## src/rtl/polar_pkg.sv

```systemverilog
// Shared LLR types and the shift/negate/symmetric-clamp conversion used by
// the channel front end, the decoder and the benches.
package polar_pkg;

  localparam int LLR_BITS = 8;

  typedef logic signed [LLR_BITS-1:0] llr_t;

  localparam llr_t LLR_MAX = llr_t'((2 ** (LLR_BITS - 1)) - 1);

  // Works at 32 bits so negating the most negative input sample never wraps.
  // The clamp is symmetric: -2^(bits-1) is never returned.
  function automatic logic signed [31:0] llr_sat(input logic signed [31:0] x,
                                                 input int shift,
                                                 input logic negate,
                                                 input int bits);
    logic signed [31:0] s;
    logic signed [31:0] lim;
    s = x >>> shift;
    if (negate) s = -s;
    lim = (32'sd1 <<< (bits - 1)) - 32'sd1;
    if (s > lim) s = lim;
    else if (s < -lim) s = -lim;
    return s;
  endfunction

endpackage

```

## src/rtl/llr_quantize.sv

```systemverilog
// Combinational conversion of one wide channel sample to a decoder LLR.
module llr_quantize
  import polar_pkg::*;
#(
  parameter int IN_BITS = 12,
  parameter int BITS    = 8,
  parameter int SHIFT   = 4,
  parameter int NEGATE  = 1
) (
  input  logic signed [IN_BITS-1:0] in_llr,
  output logic signed [BITS-1:0]    llr
);

  assign llr = BITS'(llr_sat(32'(in_llr), SHIFT, NEGATE != 0, BITS));

endmodule

```

## src/rtl/polar_llr_frame_buffer.sv

```systemverilog
// Collects N converted LLRs per frame into ping-pong banks and presents each
// completed frame in parallel on y with a valid/ready handshake.
module polar_llr_frame_buffer
  import polar_pkg::*;
#(
  parameter int N       = 32,
  parameter int IN_BITS = 12,
  parameter int BITS    = 8,
  parameter int SHIFT   = 4,
  parameter int NEGATE  = 1
) (
  input  logic                      clk,
  input  logic                      rst,
  input  logic                      in_valid,
  output logic                      in_ready,
  input  logic signed [IN_BITS-1:0] in_llr,
  input  logic                      in_last,
  output logic                      out_valid,
  input  logic                      out_ready,
  output logic signed [BITS-1:0]    y [N],
  output logic                      frame_err
);

  localparam int CNT_W = $clog2(N);

  localparam logic [1:0] ST_EMPTY   = 2'd0;
  localparam logic [1:0] ST_FILLING = 2'd1;
  localparam logic [1:0] ST_FULL    = 2'd2;

  logic [1:0]             st [2];
  logic                   wr_bank;
  logic                   rd_bank;
  logic [CNT_W-1:0]       wr_cnt;
  logic signed [BITS-1:0] q_p0;
  logic signed [BITS-1:0] mem [2][N];
  logic                   acc;
  logic                   hs;
  logic                   nth;

  llr_quantize #(
    .IN_BITS(IN_BITS),
    .BITS   (BITS),
    .SHIFT  (SHIFT),
    .NEGATE (NEGATE)
  ) u_quant (
    .in_llr(in_llr),
    .llr   (q_p0)
  );

  assign in_ready  = (st[wr_bank] != ST_FULL);
  assign out_valid = (st[rd_bank] == ST_FULL);
  assign acc       = in_valid && in_ready;
  assign hs        = out_valid && out_ready;
  assign nth       = (wr_cnt == CNT_W'(N - 1));

  // A FULL bank is never the write bank, so handshake and write never collide.
  always_ff @(posedge clk) begin
    if (rst) begin
      st[0]     <= ST_EMPTY;
      st[1]     <= ST_EMPTY;
      wr_bank   <= 1'b0;
      rd_bank   <= 1'b0;
      wr_cnt    <= '0;
      frame_err <= 1'b0;
    end else begin
      frame_err <= 1'b0;
      if (hs) begin
        st[rd_bank] <= ST_EMPTY;
        rd_bank     <= ~rd_bank;
      end
      if (acc) begin
        if (nth) begin
          st[wr_bank] <= ST_FULL;
          wr_cnt      <= '0;
          wr_bank     <= ~wr_bank;
          frame_err   <= !in_last;
        end else if (in_last) begin
          st[wr_bank] <= ST_EMPTY;
          wr_cnt      <= '0;
          frame_err   <= 1'b1;
        end else begin
          st[wr_bank] <= ST_FILLING;
          wr_cnt      <= wr_cnt + CNT_W'(1);
        end
      end
    end
  end

  // p0 -> bank storage
  always_ff @(posedge clk) begin
    if (acc) mem[wr_bank][wr_cnt] <= q_p0;
  end

  // Bank contents are not reset; masking with out_valid keeps y at zero
  // whenever no frame is being offered, including after reset.
  always_comb begin
    for (int i = 0; i < N; i++) begin
      y[i] = out_valid ? mem[rd_bank][i] : '0;
    end
  end

endmodule

```

## config.mk

```make
export PLATFORM = sky130hd
export DESIGN_NAME = polar_llr_frame_buffer
export DESIGN_NICKNAME = d
export VERILOG_FILES = /design/src/rtl/polar_pkg.sv /design/src/rtl/llr_quantize.sv /design/src/rtl/polar_llr_frame_buffer.sv
export SDC_FILE = /design/constraint.sdc
export NUM_CORES = 1
export LEC_CHECK = 0
export BUFFER_PORTS_ARGS = -buffer_cell sky130_fd_sc_hd__clkbuf_2
export CORE_ASPECT_RATIO = 1.4
export CORE_MARGIN = 5
export CORE_UTILIZATION = 30
export CTS_CLUSTER_DIAMETER = 30
export CTS_CLUSTER_SIZE = 24
export DETAILED_ROUTE_END_ITERATION = 6
export HOLD_SLACK_MARGIN = 0.08
export SYNTH_ARGS = -nofsm -noshare
export SYNTH_HDL_FRONTEND = slang
export SYNTH_SLANG_ARGS = --single-unit
```

## constraint.sdc

```tcl
create_clock -name clk -period 6.8 [get_ports clk]
set_input_delay 0.68 -clock clk [delete_from_list [all_inputs] [get_ports clk]]
set_output_delay 0.68 -clock clk [all_outputs]
set_load 0.01 [all_outputs]
```

## After elaboration in Yosys (flattened, before gate mapping)

Memories as Yosys holds them, arrays and structs flattened. A register that Yosys moved wholly into a read port is not among the register bits.
Index checks and enable logic that the tools add are counted.

| storage, ports and cells | value |
|---|---|
| input bits | 17 |
| memories kept | 2 |
| word-level logic and storage cells | 103 |
| bits in registers | 8 |
| bits in writable memories | 516 |

Memory list:

| name | depth | bits a word | rd ports | clocked after memory_dff | wr ports | RTL line | source |
|---|---|---|---|---|---|---|---|
| mem | 2 | 256 | 1 | 1 | 1 | polar_llr_frame_buffer.sv:35 | `logic signed [BITS-1:0] mem [2][N];` |
| st | 2 | 2 | 2 | 2 | 2 | polar_llr_frame_buffer.sv:30 | `logic [1:0] st [2];` |

| operators by class | value |
|---|---|
| add/subtract/negate cells | 2 |
| bitwise logic cells | 6 |
| reductions and logical operators | 8 |
| muxes and demuxes | 74 |
| order comparisons | 4 |
| eq/ne operators | 3 |

Operators with widths:

| cell | number |
|---|---|
| $mux 8 | 35 |
| $mux 256 | 1 |
| $demux 8 s5 | 1 |
| $gt 32x8->1 const B | 1 |
| $lt 32x8->1 const B | 1 |
| $neg 8->32 | 1 |
| $mux 1 | 31 |
| $mux 5 | 2 |
| $mux 2 | 4 |
| $ge 6x6->1 const B | 1 |
| $lt 6x1->1 const B | 1 |
| $not 5->6 | 1 |
| $reduce_or 2->1 | 3 |
| $add 5x1->5 const B | 1 |
| $eq 5x5->1 const B | 1 |
| $logic_and 1x1->1 | 3 |
| $not 1->1 | 3 |
| $eq 2x2->1 const B | 1 |
| $ne 2x2->1 const B | 1 |
| $or 1x1->1 | 2 |
| $reduce_and 2->1 | 1 |
| $logic_not 1->1 | 1 |

## Logic depth before layout (Yosys ltp)

Gate-level depths: netlist of run 1.

| depth | value |
|---|---|
| depth in word-level cells | 9 |
| depth in mapped cells | 10 |
| mapped depth without buffers | 10 |

## Cells and area by module

Synthesis of run 1 repeated with hierarchy kept, for this count alone.

| unflattened totals | value |
|---|---|
| cell total of the unflattened synthesis | 1340 |
| area total of the unflattened synthesis | 21176.6 um^2 |

By module, submodules not included:

| module | cells an instance | sequential area each (um^2) | area each (um^2) | times used |
|---|---|---|---|---|
| polar_llr_frame_buffer | 1268 | 15695.1 | 20606.0 | 1 |
| llr_quantize | 72 | 0.0 | 570.5 | 1 |

## Worst setup path after synthesis of run 1

Ideal clock, no wire load.

| timing path | value |
|---|---|
| path kind | input -> register |
| start point | input in_llr[8] |
| end point | memory mem[0][100] (netlist name), data pin |
| arrival | 5.176 ns |
| path buffers | 1 |
| cell stages on the path | 8 |
| setup slack | 0.903 ns |
| cell sequence | buf_6 > nor4_4 > nand3_1 > ha_1 > nor4bb_1 > nand4b_1 > a211o_2 > a211oi_1 |

| between the ends | value |
|---|---|
| word-level cells in the longest chain between the ends | 4 |
| elaborated cells on any way between the ends | 5 |

Ends and longest elaborated chain:

| what | RTL line | source |
|---|---|---|
| from (decl) | polar_llr_frame_buffer.sv:16 | `input logic signed [IN_BITS-1:0] in_llr,` |
| $neg 8->32 * | polar_pkg.sv:20 | `if (negate) s = -s;` |
| $lt 32x8->1 | polar_pkg.sv:23 | `else if (s < -lim) s = -lim;` |
| $mux 8 | polar_pkg.sv:23 |  |
| $mux 8 * | polar_pkg.sv:22 | `if (s > lim) s = lim;` |
| net q_p0[4] | polar_llr_frame_buffer.sv:34 | `logic signed [BITS-1:0] q_p0;` |
| to (decl) | polar_llr_frame_buffer.sv:35 |  |

The timed path passes the listed nets; every way through them passes the cells marked *.

## Worst setup path after layout of run 1

| timing path | value |
|---|---|
| start point | input in_llr[11] |
| end point | memory mem[1][153] (netlist name), data pin |

The elaborated chain is that of the path after synthesis.

==> results_dict.tcl, run 1 <==
set metrics [dict create \
    worst-path-buf-inv 3 \
    status "finished, final reports clean" \
    post-route-drc-count 0 \
    synth-seq-cells 526 \
    antenna_found_initial 0 \
    syn_inst 1322 \
    placedInstanceArea_sq_mm 0.0233 \
    seqPwrFrac_pct 41.7 \
    p_int_mw 6.54 \
    criticalPathCategory "input pin to flip-flop" \
    clk_path_buf_depth 3 \
    synth_fp_nets 1355 \
    area_growth_pct 26.6 \
    postCtsSetupBuffers 0 \
    endpoint "mem[1][153]" \
    synth_area_sq_mm 0.0209 \
    synth_flop_cell "edfxtp_1" \
    pwr-share-comb_pct 5.7 \
    startpoint "in_llr[11]" \
    start_kind "input pin" \
    drtIter0Drc 682 \
    r2r-end "mem[1][143]" \
    num_vias 12100 \
    dp_hpwl_mm 33.4 \
    hold_path.class "input pin to flip-flop" \
    final_nets 1664 \
    via_per_inst 4.58 \
    cts_tree "built" \
    setup_viol 0 \
    fin_crit_sh_pct 60.3 \
    rows 114 \
    drt-pass1-iter-count 5 \
    fp.dieW_um 233 \
    numCtsBuffers 88 \
    finalClockSkew_ns 0.0212 \
    drtAntennaViolNets 0 \
    dieArea_sq_mm 0.0751 \
    cts_resized 0 \
    initial_core_util_pct 30.3 \
    gp_congestion 0.784 \
    period_needed_ns 4.10 \
    final_area_sq_mm 0.0264 \
    slowest_delay_ns 0.94 \
    fmax_mhz 244 \
    ios 276 \
    cts_sinks 526 \
    p_leak_nw 9.09 \
    required_ns 7.18 \
    peakVddDrop_mv 0.211 \
    final_layout_size_suffix_gt1_share_pct 27.7 \
    wl_per_cell_um 20.4 \
    max_slew_margin_pct 16.5 \
    numPortBuffers 271 \
    path_depth 8 \
    reg2reg_depth 4 \
    seq_area_frac_synth_pct 75.2 \
    clock_latency_ns 0.61 \
    syn_avg_cell_area_sq_um 15.8 \
    ys_warn_count 0 \
    yosys.cell_types.count 49 \
    overflow 0 \
    switching_share_pct 23.9 \
    rr_startpoint "st[1][1]" \
    layout_commonest_cell "edfxtp_1" \
    switchingPower_mw 2.05 \
    power_frac_clock_pct 52.6 \
    cts_max_level 3 \
    fin_tns_setup_ns 0 \
    worst_path_max_delay_cell "o22ai_4" \
    holdPathStages 2 \
    worst_pin_slew_ns 1.25 \
    grt_pass1_vias 12800 \
    cts_hold_buf 0 \
    final_cell_mix "edfxtp_1 (516), nor2_1 (331), clkbuf_2 (271), mux2i_1 (256), clkbuf_16 (89)" \
    final_hold_viol_count 0 \
    path_delay_family "compound AO/OA/AOI/OAI gates" \
    slew_violations 0 \
    cp.arrival_ns 4.48 \
    rsz0062_at_grt "no" \
    grt_max_degree 184 \
    r2r_slack_ns 3.79 \
    path_cells "clkbuf_2, inv_1, ha_4, nor4bb_1, nand4b_1, a211o_2, o22ai_4, buf_4" \
    grt_usage_pct 14.0 \
    clockRootBuffer "clkbuf_16" \
    fp.dieH_um 322 \
    wirelength_mm 53.7 \
    max_cap_viol_count 0 \
    cellPowerDensity_mw_per_mm2 325 \
    clkTransAtPathRegs_ns 0.06 \
    core_area_sq_mm 0.0690 \
    grt_pass1_wl_mm 79.1 \
    end_kind "flip-flop" \
    total_power_mw 8.59 \
    synth_edf_count 516 \
    critPathMaxFanout 77 \
    async_flop_share_pct 0 \
]
worst min path at each step:
stage,from,endpoint
after global routing,rst,flip-flop
after global placement,wr_cnt[0],wr_cnt[0]
final,rst,flip-flop
after CTS,rst,flip-flop
after floorplan,wr_cnt[1],wr_cnt[1]
after detailed placement,wr_cnt[1],wr_cnt[1]
area by class of cell:
cell class	count	area, sq um
antenna	2	5.00
clock buffer	94	2250
clock inverter	70	848
fill	6511	42600
inverter	12	45.0
multi-input combinational	714	4910
sequential	526	15700
tap	928	1160
timing repair buffer	289	1520
metal layers:
metal | vias to the layer above | track usage [%] | part of all wire [%]
met3 | 88 | 3.30 | 6.1
met2 | 402 | 24.2 | 51
met4 | 0 | 4.70 | 2.3
met5 | - | 0 | 0
li1 | 5543 | - | -
met1 | 6031 | 17.3 | 41
power groups by stage:
stage / logic, mW / clock network [mW] / registers [mW]
after floorplan: 0.289 / 0 / 3.65
after global placement: 0.491 / 0 / 3.65
final: 0.486 / 4.52 / 3.58
after detailed placement: 0.499 / 0 / 3.65
after global routing: 0.529 / 4.76 / 3.58
after CTS: 0.501 / 4.61 / 3.58
Yosys cell counts (5+ instances only):
master    instances  area, sq um
a211oi_1          7         52.6
a21oi_1           7         35.0
buf_2            50          250
clkbuf_1         14         52.6
dfxtp_1          10          200
edfxtp_1        516        15500
ha_1             16          200
inv_1            12         45.0
mux2i_1         256         2560
nand2_1          17         63.8
nand3_1           9         45.0
nand3b_1          5         37.5
nor2_1          331         1240
nor3_1            8         40.0
flip-flops by register name (all words and copies together) (netlist names), named ones only:
name,flops
frame_err,1
rd_bank,1
wr_cnt,5
mem,512
st,4
wr_bank,1
logic make-up (layout without fill, tap and decap cells):
group                    Yosys count  after routing  synth area share (%)
buffers and inverters             82            465                  1.83
AO/OA/AOI/OAI                     28             28                 0.995
multiplexers                     256            256                  12.3
flip-flops                       526            526                  75.2
AND/OR/NAND/NOR                  410            410                  8.63
adder cells (fa/ha/maj)           16             16                 0.959
other                              0              2                     0
XOR/XNOR                           4              4                 0.168
stage by stage:
step / setup WS [ns] / cells / util, % / hold slack [ns]
floorplan: 0.903 / 1322 / - / 0.477
global route: 2.51 / 2633 / 38.3 / 0.395
global placement: 2.19 / 2469 / 33.8 / 0.494
finish: 2.70 / 2635 / 38.3 / 0.425
CTS: 2.74 / 2633 / 38.3 / 0.360
detailed placement: 2.12 / 2469 / 33.8 / 0.520
worst reg2reg max path, stage by stage, from the launching register on:
cell      delay (ns)
edfxtp_1        0.37
and3b_1         0.28
nor3_4          0.48
nand3_2         0.62
nor2_1          0.86
(Power assumes the default switching activity.)
==> run 2: changes to the inputs <==
==> constraint.sdc (replaced) <==
create_clock -name clk -period 3.95 [get_ports clk]
set_input_delay 0.395 -clock clk [delete_from_list [all_inputs] [get_ports clk]]
set_output_delay 0.395 -clock clk [all_outputs]
set_load 0.01 [all_outputs]
==> results_dict.tcl, run 2 (same netlist as run 1, synthesis figures left out) <==
set metrics [dict create \
    area_growth_pct 24.2 \
    largest_registers "mem x512, wr_cnt x5, st x4" \
    stdcell_count 2606 \
    endpoint "mem[0][85]" \
    setup_viol 0 \
    total_power_mw 13.4 \
    core_area_sq_mm 0.0690 \
    path_depth 9 \
    antenna_found_initial 0 \
    cts_resized 0 \
    clock_latency_ns 0.59 \
    p_leak_nw 8.85 \
    largest_register_ff_count 512 \
    r2r-end "mem[0][175]" \
    final_cell_mix "edfxtp_1 (516), nor2_1 (331), clkbuf_2 (271), mux2i_1 (256), clkbuf_16 (75)" \
    grt_pass1_vias 12400 \
    wirelength_mm 52.7 \
    cts_tree "built" \
    fin_crit_sh_pct 75.6 \
    status "finished, final reports clean" \
    ios 276 \
    drt-pass1-iter-count 5 \
    numCtsBuffers 73 \
    initial_core_util_pct 30.3 \
    criticalPathCategory "input pin to flip-flop" \
    clkTransAtPathRegs_ns 0.06 \
    start_kind "input pin" \
    rsz0062_at_grt "no" \
    r2r_slack_ns 1.02 \
    cp.arrival_ns 3.35 \
    numPortBuffers 271 \
    max_slew_margin_pct 38.0 \
    drtIter0Drc 687 \
    wl_per_cell_um 20.2 \
    via_per_inst 4.49 \
    rr_startpoint "st[1][1]" \
    slowest_delay_ns 0.61 \
    period_needed_ns 2.99 \
    final_nets 1653 \
    num_vias 11700 \
    drtAntennaViolNets 0 \
    max_cap_viol_count 0 \
    dieArea_sq_mm 0.0751 \
    peakVddDrop_mv 0.292 \
    startpoint "in_llr[8]" \
    worst-path-buf-inv 2 \
    final_hold_viol_count 0 \
    regArea_sq_mm 0.0157 \
    grt_usage_pct 13.8 \
    critPathMaxFanout 26 \
    clk_path_buf_depth 3 \
    fin_util_pct 37.6 \
    fin_tns_setup_ns 0 \
    overflow 0 \
    largest-register "mem" \
    nFillCells 6534 \
    postCtsSetupBuffers 0 \
    path_delay_family "simple AND/OR/NAND/NOR gates" \
    cellPowerDensity_mw_per_mm2 515 \
    reg2reg_depth 4 \
    cts_hold_buf 0 \
    fp.dieH_um 322 \
    layout_commonest_cell "edfxtp_1" \
    finalClockSkew_ns 0.0160 \
    dp.cells 2473 \
    cts_sinks 526 \
    cts_max_level 3 \
    path_cells "clkbuf_2, nor4_4, nand3_1, ha_1, nor4bb_1, nand4b_1, a211o_2, a211oi_4, buf_4" \
    grt_max_degree 106 \
    clockRootBuffer "clkbuf_16" \
    gp_congestion 0.837 \
    final_layout_size_suffix_gt1_share_pct 26.5 \
    slew_violations 0 \
    worst_pin_slew_ns 0.927 \
    hold_path.class "input pin to flip-flop" \
    worst_path_max_delay_cell "nor4_4" \
    multi_input_area_sq_mm 0.00491 \
    required_ns 4.32 \
    fmax_mhz 335 \
    dp_hpwl_mm 34.7 \
    rows 114 \
    hold_start "rst" \
    fp.dieW_um 233 \
    end_kind "flip-flop" \
    post-route-drc-count 0 \
    grt_pass1_wl_mm 77.3 \
]
-- run 2: cell types whose count changed in the layout (fill, tap and decap cells not counted), sizes merged --
cell and delta:
clkbuf -17, inv -14, buf +4, bufinv -4, clkinvlp -1, diode -1
clkinv +4
-- run 2: final cells by class --
type / count / share of cell area, %
Clock buffer: 77 / 7.26
Multi-Input combinational cell: 714 / 18.9
Tap cell: 928 / 4.48
Sequential cell: 526 / 60.5
Timing Repair Buffer: 293 / 6.49
Clock inverter: 55 / 2.16
Antenna cell: 1 / 0.00965
Inverter: 12 / 0.174
-- run 2: worst min-delay path by stage --
stage | slack, ns | to | depth (start not counted)
2_1_floorplan | 0.48 | wr_cnt[1] | 2
3_3_place_gp | 0.49 | wr_cnt[0] | 2
3_5_place_dp | 0.50 | wr_cnt[1] | 2
4_1_cts | 0.12 | flip-flop | 2
5_1_grt | 0.17 | wr_cnt[4] | 2
6_report | 0.17 | flip-flop | 2
-- run 2: stage by stage --
step	worst slack [ns]	area (sq um)	hold slack, ns
2_1_floorplan	-0.292	20900	0.477
3_3_place_gp	0.506	23500	0.491
3_5_place_dp	0.383	23500	0.505
4_1_cts	0.959	25900	0.121
5_1_grt	0.723	25900	0.169
6_report	0.965	25900	0.166
-- run 2: per-layer routing --
layer,track usage [%],wire length (um)
met2,24.2,27100
met1,16.9,21700
met5,0,0
met4,4.82,1350
met3,2.74,2610
-- run 2: where the power goes --
part	switching, mW	internal, mW	total [mW]	leakage [nW]
logic	0.559	0.289	0.848	2.81
clock network	2.51	3.83	6.35	1.18
registers	0.0112	6.16	6.17	4.86
-- run 2: worst register-to-register path, delay by kind of cell (launching register included) --
kind	cells	cell delay, ns
DFF	1	0.37
and+or+nand+nor	4	2.19
